**src/rtl/clic_claim_ctrl.sv**
```systemverilog
// CLIC claim controller: offers the arbiter winner to the core, tracks nested
// in-service priorities on a small stack and pulses pending-clear on claim.

package common_pkg;
   localparam int NR_INDEX_BITS = 6;
   localparam int NR_PRIO_BITS  = 3;
endpackage

module clic_claim_ctrl
   import common_pkg::*;
#(
   parameter int  NEST_DEPTH = 4,
   localparam int DEPTH_W    = $clog2(NEST_DEPTH + 1)
) (
   input  logic                     clk,
   input  logic                     rst_n,
   input  logic                     arb_valid,
   input  logic [NR_INDEX_BITS-1:0] arb_index,
   input  logic [NR_PRIO_BITS-1:0]  arb_prio,
   output logic                     irq,
   output logic [NR_INDEX_BITS-1:0] irq_index,
   output logic [NR_PRIO_BITS-1:0]  irq_prio,
   input  logic                     claim,
   input  logic                     complete,
   output logic                     clear_pending,
   output logic [NR_INDEX_BITS-1:0] clear_index,
   output logic [NR_PRIO_BITS-1:0]  level,
   output logic [DEPTH_W-1:0]       depth,
   output logic                     err_complete
);

   typedef enum logic [1:0] {IDLE, OFFER, ACK} state_t;

   state_t                    state_q, state_d;
   logic [DEPTH_W-1:0]        depth_q, depth_pop;
   logic [NR_PRIO_BITS-1:0]   stack_q [NEST_DEPTH];
   logic [NR_PRIO_BITS-1:0]   level_c;
   logic                      qualify, pop_ok, do_latch, do_push;

   // Threshold is the top-of-stack entry, zero when nothing is in service.
   always_comb begin
      level_c = '0;
      for (int i = 0; i < NEST_DEPTH; i++) begin
         if (depth_q == DEPTH_W'(i + 1)) level_c = stack_q[i];
      end
   end

   assign qualify   = arb_valid && (depth_q < DEPTH_W'(NEST_DEPTH)) &&
                      ((depth_q == '0) || (arb_prio > level_c));
   assign pop_ok    = complete && (depth_q != '0);
   assign depth_pop = pop_ok ? depth_q - 1'b1 : depth_q;

   always_ff @(posedge clk or negedge rst_n) begin
      if (!rst_n) state_q <= IDLE;
      else        state_q <= state_d;
   end

   always_comb begin
      state_d       = state_q;
      do_latch      = 1'b0;
      do_push       = 1'b0;
      irq           = 1'b0;
      clear_pending = 1'b0;
      case (state_q)
         IDLE: begin
            if (qualify) begin
               state_d  = OFFER;
               do_latch = 1'b1;
            end
         end
         OFFER: begin
            irq = 1'b1;
            // A claim takes precedence over withdrawal and re-latch.
            if (claim) begin
               state_d = ACK;
               do_push = 1'b1;
            end else if (!qualify) begin
               state_d = IDLE;
            end else if ((arb_index != irq_index) || (arb_prio != irq_prio)) begin
               do_latch = 1'b1;
            end
         end
         ACK: begin
            clear_pending = 1'b1;
            state_d       = IDLE;
         end
         default: state_d = IDLE;
      endcase
   end

   // Pop is applied before push, so claim+complete replaces the top entry.
   always_ff @(posedge clk or negedge rst_n) begin
      if (!rst_n) begin
         depth_q      <= '0;
         irq_index    <= '0;
         irq_prio     <= '0;
         clear_index  <= '0;
         err_complete <= 1'b0;
         for (int i = 0; i < NEST_DEPTH; i++) stack_q[i] <= '0;
      end else begin
         err_complete <= complete && (depth_q == '0);
         if (do_latch) begin
            irq_index <= arb_index;
            irq_prio  <= arb_prio;
         end
         if (do_push) begin
            clear_index <= irq_index;
            depth_q     <= depth_pop + 1'b1;
         end else begin
            depth_q     <= depth_pop;
         end
         for (int i = 0; i < NEST_DEPTH; i++) begin
            if (do_push && (depth_pop == DEPTH_W'(i))) stack_q[i] <= irq_prio;
         end
      end
   end

   assign level = level_c;
   assign depth = depth_q;

endmodule

```
**config.mk**
```make
export PLATFORM = sky130hd
export DESIGN_NAME = clic_claim_ctrl
export DESIGN_NICKNAME = d
export VERILOG_FILES = /design/src/rtl/clic_claim_ctrl.sv
export SDC_FILE = /design/constraint.sdc
export NUM_CORES = 1
export LEC_CHECK = 0
export ABC_AREA = 1
export CAP_MARGIN = 20
export CORE_MARGIN = 3
export CORE_UTILIZATION = 30
export CTS_CLUSTER_SIZE = 10
export DETAILED_ROUTE_END_ITERATION = 7
export PLACE_DENSITY = 0.61
export SLEW_MARGIN = 40
export SYNTH_ARGS = -nofsm -noshare
export SYNTH_HDL_FRONTEND = slang
export SYNTH_SLANG_ARGS = --single-unit
```
**constraint.sdc**
```tcl
create_clock -name clk -period 2.3 [get_ports clk]
set_clock_uncertainty 0.05 [all_clocks]
set_input_delay 0.46 -clock clk [delete_from_list [all_inputs] [get_ports clk]]
set_output_delay 0.46 -clock clk [all_outputs]
set_load 0.01 [all_outputs]
```
==> impl_results.md <==
* Setup ws final at -66.0 ps
* Unique masters post-synth at 23
* Std cell rows at 27
* 1st-pass router iterations at 4
* Final setup violation count at 1
* CTS sink cnt at 33
* Reg2reg setup slack at 0 ps
* Required @ worst endpoint at 1790 ps
* CTS Buf Count at 5
* Setup Crit Path Kind: flop to output pin
* Violated checks: negative setup slack
* Post-Place Cells at 334
* Area contributors post-synth: dfrtp_1, nand2_1, ha_1
* Fin. Hold Viols at 0
* Share of the synthesized area in the top cell type at 45.5%
* Initial Utilization at 32.0%
* Sequential element share of the synthesized area at 45.5%
* Multi-input gate area at 1010 um^2
* Cell Pwr Density at 1290 nW/um^2
* Crit-path max FO at 5
* Die height at 83.8 um
* Static Leakage at 1.24 nW
* Setup crit start kind: flop
* Die width at 83.8 um
* Syn Area/Cell at 8.56 um^2
* Vias at 1,573
* Overflow after GRT at 0
* Largest net degree at the start of global routing at 34
* Clock Pin Slew Worst Setup and Hold Paths at 80 ps
* Final non-filler cell total at 347
* Max Root-Sink Buffers at 2
* Aggregate global-route resource usage at 12.8%
* FF+latch count, synth at 33
* Synth top cells by count: nand2_1, dfrtp_1, inv_1
* Core area at 5680 um^2
* H-Tree Depth at 2
* Area Growth Syn to Fin at 44.2%
* Setup crit end kind: output pin
* Post-layout minimum cycle time at 2370 ps
* Top FF cell, synth: dfrtp_1
* Post-synth top area cell: dfrtp_1
* Ant. Diodes at 0
* Nets at 301
* Max Slew Vio Count at 0
* RSZ-0062 raised after global routing: yes
* Final WL at 4.37 mm
* Layout cell share with drive strength beyond 1 at 23.3%
* Post-synth EDFFs at 0
* Die area at 7020 um^2
* Fillers at 571
* Placement Cell Area at 2420 um^2
* Routed vias/inst at 4.53
* Share of the clock period used by the worst path at 103%
* Worst-Margin Slew at 427 ps
* IO Port Bufs at 37
* ANT nets after route at 0
* Ys Warns at 0
* Max_slew headroom at 71.5%
* Iter 0 DRT Violations at 57
* Mapped Cells at 212
* Worst min-delay path class: flop to flop
* Post-Place Worst Slack at -103 ps
* Root Driver: clkbuf_8
* Initial antenna violation count at 0
* Final Core Density at 46.1%
* Count leader, synth: nand2_1
* VDD IR max at 616 uV
* Achievable Freq at 423 MHz
* Syn Nets at 239
* Dpl hpwl at 3.22 mm
* Reg area at 827 um^2
* Remaining DRCs at 0
* CP Data Arrival Time at 1860 ps
* Routability Congestion at 0.805
* Fraction of registers with async set/reset at 100%
* CTS tree: yes
* First-pass GRT wire length at 7.29 mm
* # IOs at 38
* Post-Syn Area at 1810 um^2
* Status: complete, but fails checks
* Worst skew pair latency at 280 ps
* DR WL/cell at 12.6 um
* Fin area at 2620 um^2
* Max-cap violation count at 0
* Vias in the first global route at 1,589
layout make-up:
class	count	area share (%)
tap	72	3.44
timing repair buffer	54	18.9
multi-input combinational	159	38.5
clock buffer	5	2.63
sequential	33	31.6
clock inverter	3	1.77
inverter	21	3.11
cell families (layout without fill, tap and decap cells):
logic type	count (synthesis)	after routing	share of synthesized area, %
adders and majority gates	13	13	8.97
DFF	33	33	45.5
and+or+nand+nor	112	115	28.3
muxes	1	1	0.552
buffers and inverters	23	83	4.90
xor gates and xnor gates	11	11	5.72
AOI/OAI and AO/OA	19	19	6.07
worst max-delay path: stages, from the launching register on:
cell	delay (ps)
dfrtp_1	430
ha_1	260
nand2_2	130
nand3_2	90
o21ai_2	70
nand2_2	80
buf_4	130
buf_4	120
dlygate4sd2_1	270
registers in the layout, indices dropped and copies added (netlist names):
signal,count
irq_index,6
depth,3
stack_q,12
state_q,2
irq_prio,3
err_complete,1
clear_index,6
final timing paths:
path,startpoint,endpoint,depth (start not counted)
worst max-delay path,depth[0]$_DFF_PN0_,level[2],8
worst min-delay path,clear_index[5]$_DFFE_PN0P_,clear_index[5]$_DFFE_PN0P_,2
worst max register to register,depth[0]$_DFF_PN0_,irq_index[1]$_DFFE_PN0P_,20
worst min register to register,clear_index[5]$_DFFE_PN0P_,clear_index[5]$_DFFE_PN0P_,2
max in group asynchronous,rst_n,depth[1]$_DFF_PN0_,2
min in group asynchronous,rst_n,err_complete$_DFF_PN0_,2
routing by layer:
layer	up-vias	GRT usage (%)	part of all wire, %
li1	798	-	-
met1	731	17.0	47
met2	42	20.2	47
met3	2	3.95	5.6
met4	0	3.22	0.55
met5	-	0	0
cells in the final DEF (no fill, tap or decap), types with 8 or more instances in the layout:
| cell type | count |
|---|---|
| nand2_2 | 8 |
| o21ai_0 | 8 |
| dfrtp_1 | 32 |
| nand2_1 | 70 |
| nand3_1 | 13 |
| inv_1 | 13 |
| ha_1 | 8 |
| clkdlybuf4s50_1 | 34 |
| nor2_1 | 8 |
| buf_4 | 17 |
metrics by stage:
step	hold slack, ps	setup TNS, ps	total power [mW]
finish	429	-66.0	3.38
global route	450	-1740	3.66
CTS	436	-241	3.34
detailed placement	411	-830	2.75
global placement	413	-448	2.73
floorplan	114	0	1.98
repair_timing:
item	4_1_cts	5_1_grt
buffers inserted	0	2
resized for setup	8	9
hold buffers	0	0
endpoints found under the hold margin	0	0
cloned	2	1
endpoints found under the setup margin	12	13
pin swaps	9	6
power by group:
group	leakage, nW	internal, mW	switching, mW	total (mW)
Sequential	0.429	0.825	0.225	1.05
Clock	0.0543	0.324	0.236	0.561
Combinational	0.755	0.867	0.900	1.77
Power figures use the tool's default switching activity.
